`config.mk`:
```
export PLATFORM = sky130hd
export DESIGN_NAME = team_06_i2c_sched_flat
export DESIGN_NICKNAME = d
export VERILOG_FILES = /design/src/rtl/team_06_i2c_sched_if.sv /design/src/rtl/team_06_i2c_sched.sv /design/src/flat_wrapper.sv
export SDC_FILE = /design/constraint.sdc
export NUM_CORES = 1
export LEC_CHECK = 0
export BUFFER_PORTS_ARGS = -buffer_cell sky130_fd_sc_hd__buf_4
export CORE_MARGIN = 3
export CORE_UTILIZATION = 35
export DETAILED_ROUTE_END_ITERATION = 16
export GPL_TIMING_DRIVEN = 0
export MAX_ROUTING_LAYER = met4
export SYNTH_ARGS = -nofsm -noshare
export SYNTH_HDL_FRONTEND = slang
export SYNTH_SLANG_ARGS = --single-unit
export TNS_END_PERCENT = 20
```
`constraint.sdc`:
```
create_clock -name clk -period 2.12 [get_ports clk]
set_input_delay 0.106 -clock clk [delete_from_list [all_inputs] [get_ports clk]]
set_output_delay 0.106 -clock clk [all_outputs]
set_load 0.01 [all_outputs]
```
`src/rtl/team_06_i2c_sched_if.sv`:
```
// Bundle between the two requesters, the scheduler and the I2C byte engine.
// master = scheduler side, slave = requesters plus engine side.
interface team_06_i2c_sched_if;
  logic       req0, req1;
  logic [3:0] len0, len1;
  logic [7:0] rd_data0, rd_data1;
  logic       grant0, grant1;
  logic       done0, done1;
  logic       fail0, fail1;
  logic [3:0] rd_idx;
  logic       eng_start;
  logic [7:0] eng_byte;
  logic       eng_start_cond, eng_stop_cond;
  logic       eng_busy, eng_done, eng_ack;
  logic       busy;

  modport master (
    input  req0, req1, len0, len1, rd_data0, rd_data1, eng_busy, eng_done, eng_ack,
    output grant0, grant1, done0, done1, fail0, fail1, rd_idx,
           eng_start, eng_byte, eng_start_cond, eng_stop_cond, busy
  );
  modport slave (
    output req0, req1, len0, len1, rd_data0, rd_data1, eng_busy, eng_done, eng_ack,
    input  grant0, grant1, done0, done1, fail0, fail1, rd_idx,
           eng_start, eng_byte, eng_start_cond, eng_stop_cond, busy
  );
endinterface

```
`src/rtl/team_06_i2c_sched.sv`:
```
// Round-robin scheduler sharing one I2C byte engine between two write requesters,
// with per-transaction NACK retry and a fixed idle gap after every attempt.
module team_06_i2c_sched #(
  parameter logic [6:0] SLAVE_ADDR = 7'h27,
  parameter int         MAX_RETRY  = 3,
  parameter int         GAP_CYCLES = 16
) (
  input logic clk,
  input logic rst,
  team_06_i2c_sched_if.master bus
);
  localparam int RW = (MAX_RETRY  > 1) ? $clog2(MAX_RETRY)  : 1;
  localparam int GW = (GAP_CYCLES > 1) ? $clog2(GAP_CYCLES) : 1;

  typedef enum logic [2:0] {IDLE, ADDR_ISSUE, ADDR_WAIT, DATA_ISSUE, DATA_WAIT, GAP} state_t;

  state_t          state;
  logic            ch, last_served, gap_retry;
  logic [3:0]      len, idx;
  logic [RW-1:0]   retry_cnt;
  logic [GW-1:0]   gap_cnt;
  logic [1:0]      grant, done, fail;

  logic       pick, issue, in_data, last_byte;
  logic [7:0] rd_byte;

  // On a tie the channel not served last wins; otherwise whoever asks.
  assign pick      = (bus.req0 && bus.req1) ? ~last_served : bus.req1;
  assign issue     = (state == ADDR_ISSUE) || (state == DATA_ISSUE);
  assign in_data   = (state == DATA_ISSUE) || (state == DATA_WAIT);
  assign last_byte = (state == ADDR_WAIT) ? (len == 4'd0) : (idx == len - 4'd1);
  assign rd_byte   = ch ? bus.rd_data1 : bus.rd_data0;

  always_ff @(posedge clk or posedge rst) begin
    if (rst) begin
      state       <= IDLE;
      ch          <= 1'b0;
      last_served <= 1'b1;
      gap_retry   <= 1'b0;
      len         <= '0;
      idx         <= '0;
      retry_cnt   <= '0;
      gap_cnt     <= '0;
      grant       <= '0;
      done        <= '0;
      fail        <= '0;
    end else begin
      done <= '0;
      fail <= '0;
      unique case (state)
        IDLE: if (bus.req0 || bus.req1) begin
          ch        <= pick;
          grant     <= pick ? 2'b10 : 2'b01;
          len       <= pick ? bus.len1 : bus.len0;
          idx       <= '0;
          retry_cnt <= '0;
          state     <= ADDR_ISSUE;
        end
        ADDR_ISSUE: if (!bus.eng_busy) state <= ADDR_WAIT;
        DATA_ISSUE: if (!bus.eng_busy) state <= DATA_WAIT;
        ADDR_WAIT, DATA_WAIT: if (bus.eng_done) begin
          if (bus.eng_ack && !last_byte) begin
            if (state == DATA_WAIT) idx <= idx + 4'd1;
            state <= DATA_ISSUE;
          end else if (!bus.eng_ack && retry_cnt != RW'(MAX_RETRY - 1)) begin
            // Engine already sent STOP; restart from the address byte after the gap.
            retry_cnt <= retry_cnt + 1'b1;
            idx       <= '0;
            gap_retry <= 1'b1;
            gap_cnt   <= '0;
            state     <= GAP;
          end else begin
            done[ch]    <= bus.eng_ack;
            fail[ch]    <= ~bus.eng_ack;
            grant       <= '0;
            last_served <= ch;
            idx         <= '0;
            gap_retry   <= 1'b0;
            gap_cnt     <= '0;
            state       <= GAP;
          end
        end
        GAP: begin
          if (gap_cnt == GW'(GAP_CYCLES - 1)) state <= gap_retry ? ADDR_ISSUE : IDLE;
          else gap_cnt <= gap_cnt + 1'b1;
        end
        default: state <= IDLE;
      endcase
    end
  end

  assign bus.eng_start      = issue && !bus.eng_busy;
  assign bus.eng_byte       = (state == ADDR_ISSUE) ? {SLAVE_ADDR, 1'b0} :
                              (state == DATA_ISSUE) ? rd_byte : 8'h00;
  assign bus.eng_start_cond = (state == ADDR_ISSUE);
  assign bus.eng_stop_cond  = ((state == ADDR_ISSUE) && (len == 4'd0)) ||
                              ((state == DATA_ISSUE) && (idx == len - 4'd1));
  assign bus.rd_idx         = in_data ? idx : 4'd0;
  assign bus.busy           = (state != IDLE);
  assign bus.grant0         = grant[0];
  assign bus.grant1         = grant[1];
  assign bus.done0          = done[0];
  assign bus.done1          = done[1];
  assign bus.fail0          = fail[0];
  assign bus.fail1          = fail[1];
endmodule

```
`src/flat_wrapper.sv`:
```
// flat-port wrapper written by rule: the top's interface ports become plain ports
module team_06_i2c_sched_flat 
#(
  parameter logic [6:0] SLAVE_ADDR = 7'h27,
  parameter int         MAX_RETRY  = 3,
  parameter int         GAP_CYCLES = 16
)
  (clk, rst, bus_req0, bus_req1, bus_len0, bus_len1, bus_rd_data0, bus_rd_data1, bus_eng_busy, bus_eng_done, bus_eng_ack, bus_grant0, bus_grant1, bus_done0, bus_done1, bus_fail0, bus_fail1, bus_rd_idx, bus_eng_start, bus_eng_byte, bus_eng_start_cond, bus_eng_stop_cond, bus_busy);
  team_06_i2c_sched_if bus_i ();
  input logic clk;
  input logic rst;
  input wire logic [$bits(bus_i.req0)-1:0] bus_req0;
  input wire logic [$bits(bus_i.req1)-1:0] bus_req1;
  input wire logic [$bits(bus_i.len0)-1:0] bus_len0;
  input wire logic [$bits(bus_i.len1)-1:0] bus_len1;
  input wire logic [$bits(bus_i.rd_data0)-1:0] bus_rd_data0;
  input wire logic [$bits(bus_i.rd_data1)-1:0] bus_rd_data1;
  input wire logic [$bits(bus_i.eng_busy)-1:0] bus_eng_busy;
  input wire logic [$bits(bus_i.eng_done)-1:0] bus_eng_done;
  input wire logic [$bits(bus_i.eng_ack)-1:0] bus_eng_ack;
  output wire logic [$bits(bus_i.grant0)-1:0] bus_grant0;
  output wire logic [$bits(bus_i.grant1)-1:0] bus_grant1;
  output wire logic [$bits(bus_i.done0)-1:0] bus_done0;
  output wire logic [$bits(bus_i.done1)-1:0] bus_done1;
  output wire logic [$bits(bus_i.fail0)-1:0] bus_fail0;
  output wire logic [$bits(bus_i.fail1)-1:0] bus_fail1;
  output wire logic [$bits(bus_i.rd_idx)-1:0] bus_rd_idx;
  output wire logic [$bits(bus_i.eng_start)-1:0] bus_eng_start;
  output wire logic [$bits(bus_i.eng_byte)-1:0] bus_eng_byte;
  output wire logic [$bits(bus_i.eng_start_cond)-1:0] bus_eng_start_cond;
  output wire logic [$bits(bus_i.eng_stop_cond)-1:0] bus_eng_stop_cond;
  output wire logic [$bits(bus_i.busy)-1:0] bus_busy;
  assign bus_i.req0 = bus_req0;
  assign bus_i.req1 = bus_req1;
  assign bus_i.len0 = bus_len0;
  assign bus_i.len1 = bus_len1;
  assign bus_i.rd_data0 = bus_rd_data0;
  assign bus_i.rd_data1 = bus_rd_data1;
  assign bus_i.eng_busy = bus_eng_busy;
  assign bus_i.eng_done = bus_eng_done;
  assign bus_i.eng_ack = bus_eng_ack;
  assign bus_grant0 = bus_i.grant0;
  assign bus_grant1 = bus_i.grant1;
  assign bus_done0 = bus_i.done0;
  assign bus_done1 = bus_i.done1;
  assign bus_fail0 = bus_i.fail0;
  assign bus_fail1 = bus_i.fail1;
  assign bus_rd_idx = bus_i.rd_idx;
  assign bus_eng_start = bus_i.eng_start;
  assign bus_eng_byte = bus_i.eng_byte;
  assign bus_eng_start_cond = bus_i.eng_start_cond;
  assign bus_eng_stop_cond = bus_i.eng_stop_cond;
  assign bus_busy = bus_i.busy;
  team_06_i2c_sched #(.SLAVE_ADDR(SLAVE_ADDR), .MAX_RETRY(MAX_RETRY), .GAP_CYCLES(GAP_CYCLES)) u_core (.clk(clk), .rst(rst), .bus(bus_i));
endmodule
```
==> results of run 1 <==
-- cells in the final DEF (no fill, tap or decap), drive strengths merged, types with 2 or more instances in the layout --
master and count:
a311oi 2, a31oi 2, o221ai 2, o31a 2, nor2b 4, dfrtp 25
nand3 9, clkbuf 5, inv 16, nor4b 2, and3 2, o21ai 6
nor3 7, nand4 2, buf 60, a21oi 14, o22ai 3, mux2i 14
mux2 3, nor2 29, nand2b 3, nand2 9, xor2 6, nor4 2
ha 5, xnor2 2
-- area by class of cell --
class / instances / area share
plain buffers: 8 / 0.0226
repair buffers: 54 / 0.179
well taps: 52 / 0.0287
multi-input cells: 140 / 0.425
inverters: 16 / 0.0264
clock buffers: 3 / 0.0182
clock inverters: 1 / 0.0132
flip-flops and latches: 26 / 0.287
-- Yosys cell counts --
library cell / count
a211oi_1: 1
nor3_1: 6
o22ai_1: 3
a221oi_1: 1
a21boi_1: 1
and3b_2: 1
o22a_1: 1
buf_6: 1
xnor2_1: 2
clkbuf_1: 3
mux2_4: 1
xnor3_1: 1
a21oi_1: 14
xor2_1: 6
a32oi_1: 1
nand2_1: 9
ha_1: 5
dfstp_2: 1
o221ai_1: 2
o31a_2: 1
nand2b_1: 3
nand4_1: 2
nor2b_1: 4
buf_4: 2
a22oi_1: 1
a31oi_1: 2
inv_1: 16
or3b_1: 1
nor2_1: 27
nor2_2: 2
buf_1: 1
nand3_1: 9
mux2_2: 2
a311oi_1: 2
buf_2: 2
o21ai_2: 1
nor3_2: 1
dfrtp_1: 25
o31a_1: 1
and3_1: 2
o21ai_0: 5
nor4b_1: 2
a2111oi_0: 1
nor4_1: 2
mux2i_1: 14
-- state kept, by name, summed over array words and instances, names as in the netlist, 2 cells and up --
signal            flops
u_core.fail           2
u_core.len            4
u_core.done           2
u_core.idx            4
u_core.grant          2
u_core.gap_cnt        4
u_core.state          3
u_core.retry_cnt      2
-- worst max-delay path: stages, from the launching register on --
cell     delay, ps
dfrtp_1        420
inv_2           70
ha_1           130
or3b_4         380
o31a_1         240
o31a_2         140
buf_8          160
nor3_2         130
mux2_4         320
-- repair_timing --
item                       4_1_cts  5_1_grt
resized for setup                1        8
setup endpoints to repair        1       11
buffers inserted                 0        2
cloned                           0        0
-- routing by layer --
| metal | share of wire | GRT usage | vias to the layer above | wire (um) |
|---|---|---|---|---|
| li1 | - | - | 788 | - |
| met1 | 0.47 | 0.229 | 719 | 2010 |
| met2 | 0.48 | 0.237 | 34 | 2070 |
| met3 | 0.042 | 0.0303 | 5 | 181 |
| met4 | 0.0063 | 0.0233 | 0 | 27 |
| met5 | 0 | - | - | 0 |
-- cell families (layout without fill, tap and decap cells) --
family | after synthesis | in the layout
buffers and inverters | 25 | 82
and+or+nand+nor | 71 | 71
muxes | 17 | 17
xor gates and xnor gates | 9 | 9
DFF | 26 | 26
adders and majority gates | 5 | 5
AOI/OAI and AO/OA | 38 | 38
-- worst max-delay path by stage --
stage / slack (ps) / end / cells past startpoint / from
after global routing: -7 / u_core.last_served / 8 / u_core.len[0]
after detailed placement: -1 / u_core.gap_cnt[0] / 8 / u_core.len[0]
after floorplan: 150 / u_core.last_served / 8 / u_core.len[0]
after global placement: -7 / u_core.gap_cnt[0] / 8 / u_core.len[0]
after CTS: 7 / u_core.last_served / 8 / u_core.len[0]
final: 60 / u_core.last_served / 8 / u_core.len[0]
-- power by group through the flow --
stage | sequential (mW) | clock [mW] | combinational (mW)
finish | 0.813 | 0.427 | 1.50
global route | 0.844 | 0.456 | 1.67
CTS | 0.793 | 0.441 | 1.46
detailed placement | 0.803 | 0 | 1.45
global placement | 0.801 | 0 | 1.44
floorplan | 0.785 | 0 | 1.00
-- through the flow --
| stage | cells | total power [mW] |
|---|---|---|
| floorplan | 191 | 1.79 |
| global placement | 295 | 2.25 |
| detailed placement | 295 | 2.25 |
| CTS | 299 | 2.69 |
| global route | 300 | 2.97 |
| finish | 300 | 2.74 |
==> metrics, run 1 <==
status completed; Cell Pwr Density 1210 mW/mm^2; post-synthesis mux area share 0.105; GRT Residual Overflow 0; CP Capture Type register; Post-Syn Nets 227; Routed WL per cell 14.3 um; design area 0.00227 sq mm; crit path max fanout 10; Post-Route Setup TNS 0 ps; worst-skew pair later-pin latency 280 ps; top-area cell type share of the netlist area 0.370; clock share of power 0.156; CTS tree yes; core area 0.00450 sq mm; routed vias/inst 5.15; remaining antenna violation count after routing 0; Worst Hold Class input port to register; height of the die 75.5 um; synth unique cells 45; Sink Count 26; P_sw 1.13 mW; worst hold stages 2; pin count of the biggest net entering global routing 27; max-slew violation total from the final report 0; Max Fclk 0.486 GHz; gr usage total 0.159; internal power 1.61 mW; hold wc startpoint bus_eng_ack; final WL 4280 um; sequential share of power 0.297; gpl congestion 0.833; Synth Area in Simple Gates 0.207; Fill cells 447; Leak 1.08 nW; initial core utilization 0.376; dpl cell area 0.00215 sq mm; r2r startpoint u_core.len[0]; Worst VDD drop 480 uV; Area Growth Syn to Fin 34.1%; # IOs 53; Ys Warns 0; R2R cell count 8; critical path launch point type register; # port buffers 52; Worst R2R Setup Slack 60 ps; Tmin final 2060 ps; hold_ws 49.2 ps; Critical Path RT 2340 ps; worst hold endpoint u_core.fail[0]; Multi-input gate area 966 sq um; Synth Area in XOR/XNOR 0.0547; Post-Synth Adder-Cell Area 0.0370; Max Cap Viol 0; Storage cell area 652 sq um; WS Path Type register to register; DR iter-0 viols 84; share of cells above drive strength 1 0.319; main combinational cell family by area after synthesis simple AND/OR/NAND/NOR gates; Bufs on Longest Clock Path 2; final setup fails 0; die area 0.00571 sq mm; Final Core Density 0.504; initial antenna violation count 0; NumNets Final 285; Slew Limit Headroom 0.311; Clock Tree Root clkbuf_8; first-pass GRT wire length 6870 um; clk_skew 1.56 ps; Die Wd 75.5 um; Worst R2R End u_core.last_served; hpwl dp 3170 um; Vias 1546; top post-synthesis cells by area dfrtp_1, mux2i_1, nor2_1; sequential area share after synthesis 0.385; post-synth top area cell dfrtp_1; CTS Hold Bufs 0; switching share of power 0.412; Syn Inst Count 191; Final Worst Setup Slack 63.4 ps; H-tree depth 1; DRT Pass-1 Iters 4; Setup Slack @ Placement -1.01 ps; Yosys reg bits 26; CTS clk-pin slew, worst paths 100 ps; final hold violations 0; Avg Cell Area, Syn 8.86 sq um; Tcrit/Tclk final 0.970; # rows 24; Post-route DRC 0; worst slew pin tran 1030 ps; vias in the first global route 1402; mapped cell area 0.00169 sq mm; n_diodes 0; CP arrival 2270 ps; Synth Area in Compound Gates 0.146; TritonCTS Buffers 3; Gate power share 0.547
Note: power is estimated with default switching activity, not from simulation.
==> inputs of run 2 (changes only) <==
CELL_PAD_IN_SITES_DETAIL_PLACEMENT = 1   (was not set)
CELL_PAD_IN_SITES_GLOBAL_PLACEMENT = 1   (was not set)
PLACE_DENSITY_LB_ADDON = 0.1   (was not set)
clock period = 2 ns   (was 2.12 ns; I/O delays follow)
==> run 2 against run 1 <==
The run now ends with setup timing left. Total power increased by 11%. Highest routed layer unchanged. Sequential share of layout area decreased by 0.74 points. Register-to-register slack got worse by 80 ps. Clock power increased by 4.9%. Sequential power increased by 3.7%. Core utilization increased by 1.3 points. First-iteration DRC count decreased by 30%. Global-route usage increased by 3.5 points.
==> metrics, run 2 (synthesis gave the netlist of run 1 again) <==
hold wc startpoint bus_eng_ack; Post-route DRC 0 (unchanged); non-filler instance count after layout 303 (+1.0%); max-slew violation total from the final report 0 (unchanged); CTS clk-pin slew, worst paths 100 ps (about the same); WP buf/inv 2 (unchanged); worst hold stages 2 (unchanged); Critical Path Max Stage Delay 410 ps (about the same); Final Worst Setup Slack -20.6 ps (-83.9 ps); Tcrit/Tclk final 1.01 (+0.0402); WS Path Type register to register; hpwl dp 3710 um (+17%); vias in the first global route 1641 (+17%); status finished with violations; DR iter-0 viols 59 (-30%); height of the die 75.5 um (unchanged); remaining antenna violation count after routing 0 (unchanged); Worst VDD drop 581 uV (+21%); GRT Residual Overflow 0 (unchanged); hold_ws 53.2 ps (+4.06 ps); die area 0.00571 sq mm (unchanged); Critical Path RT 2220 ps (-120 ps); design area 0.00233 sq mm (+2.6%); Sink Count 26 (unchanged); NumNets Final 288 (+1.1%); gr usage total 0.194 (+0.0348); worst-skew pair later-pin latency 280 ps (about the same); n_diodes 0 (unchanged); core area 0.00450 sq mm (unchanged); worst slew pin tran 1050 ps (+22.5 ps); final setup fails 4 (+4); Cell Pwr Density 1310 mW/mm^2 (+8.5%); CP Capture Type register; r2r startpoint u_core.len[0]; Routed WL per cell 17.0 um (+19%); clk_skew 7.89 ps (+6.33 ps); first-pass GRT wire length 8270 um (+21%); Worst Hold Class input port to register; routed vias/inst 5.38 (+4.4%); TritonCTS Buffers 3 (unchanged); Area Growth Syn to Fin 37.7%; final WL 5150 um (+20%); worst hold endpoint u_core.fail[0]; CP cell instances inv_2 -> ha_1 -> or3b_4 -> o31a_1 -> o31a_2 -> buf_6 -> nor3_4 -> mux2_4; Clock Tree Root clkbuf_8; R2R cell count 8 (unchanged); H-tree depth 1 (unchanged); Vias 1630 (+5.4%); Cell Count Post-Placement 295 (unchanged); critical path launch point type register; Worst R2R End u_core.last_served; Crit-path slowest cell dfrtp_1; # IOs 53 (unchanged); final hold violations 0 (unchanged); crit path max fanout 5 (-5); gpl congestion 0.775 (-6.9%); most frequent cells in the layout buf_4, nor2_1, dfrtp_1; Worst R2R Setup Slack -20 ps (-80 ps); CP delay by family, top simple AND/OR/NAND/NOR gates; initial antenna violation count 0 (unchanged); Leak 1.11 nW (+2.5%); unrepaired setup endpoints after global routing yes; Bufs on Longest Clock Path 2 (unchanged); initial core utilization 0.376 (unchanged); Max Cap Viol 0 (unchanged); CP arrival 2240 ps (-30 ps); CTS tree yes; # rows 24 (unchanged); Die Wd 75.5 um (unchanged); biggest regs u_core.gap_cnt x4, u_core.idx x4, u_core.len x4; Max Fclk 0.495 GHz (+1.8%); failing checks setup timing; Slew Limit Headroom 0.296 (-0.0150); share of cells above drive strength 1 0.359 (+0.0400); CP Launch Point u_core.len[0]; most common cell after layout, fill and taps aside buf_4; Tmin final 2020 ps (-36.1 ps); dpl cell area 0.00215 sq mm (unchanged); Post-Route Setup TNS -61.5 ps (-61.5 ps); # port buffers 52 (unchanged); pin count of the biggest net entering global routing 27 (unchanged); DRT Pass-1 Iters 4 (unchanged)
-- run 2: cell count changes in the layout (fill, tap and decap cells not counted), sizes merged --
cell and delta:
buf +1, clkbuf +2
-- run 2: stage by stage --
step,power [mW],worst slack (ps),util
final,3.05,-20.6,0.518
after global routing,3.29,-107,0.518
after CTS,2.98,-23.1,0.505
after detailed placement,2.43,-167,0.477
after global placement,2.39,-142,0.477
after floorplan,1.89,32.1,-
-- run 2: worst register-to-register path, stage by stage (launching register included) --
cell	delay, ps
dfrtp_1	410
inv_2	70
ha_1	140
or3b_4	390
o31a_1	240
o31a_2	140
buf_6	160
nor3_4	120
mux2_4	310
-- run 2: how the worst max path moves through the flow --
| stage | to | cells after the start | slack (ps) |
|---|---|---|---|
| 6_report | u_core.last_served | 8 | -20 |
| 4_1_cts | u_core.last_served | 8 | -20 |
| 3_5_place_dp | u_core.gap_cnt[0] | 8 | -170 |
| 2_1_floorplan | u_core.last_served | 8 | 30 |
| 3_3_place_gp | u_core.gap_cnt[0] | 8 | -140 |
| 5_1_grt | u_core.gap_cnt[0] | 8 | -110 |
-- run 2: where the power goes --
part / switching [mW] / internal (mW) / total [mW] / leakage, nW
registers: 0.135 / 0.708 / 0.843 / 0.327
logic: 0.984 / 0.773 / 1.76 / 0.746
clock network: 0.180 / 0.268 / 0.448 / 0.0357
-- run 2: repair_timing --
action | in CTS | in global routing
pin swaps | 1 | 5
buffers inserted | 3 | 0
gates cloned | 1 | 0
setup endpoints to repair | 12 | 25
hold buffers | 0 | 0
gates resized for setup | 7 | 17
-- run 2: final cells by class --
type / instances / area, sq um
inverter: 16 / 60.1
buffer: 9 / 53.8
clock inverter: 1 / 30.0
multi-input combinational: 140 / 1010
timing repair buffer: 56 / 420
clock buffer: 3 / 41.3
tap: 52 / 65.1
sequential: 26 / 652
fill: 553 / 2170
-- run 2: layer usage --
layer / global-route usage / vias up / routed length [um]
li1: - / 796 / -
met1: 0.268 / 805 / 2330
met2: 0.311 / 27 / 2650
met3: 0.0277 / 2 / 148
met4: 0.0233 / 0 / 24
met5: - / - / 0
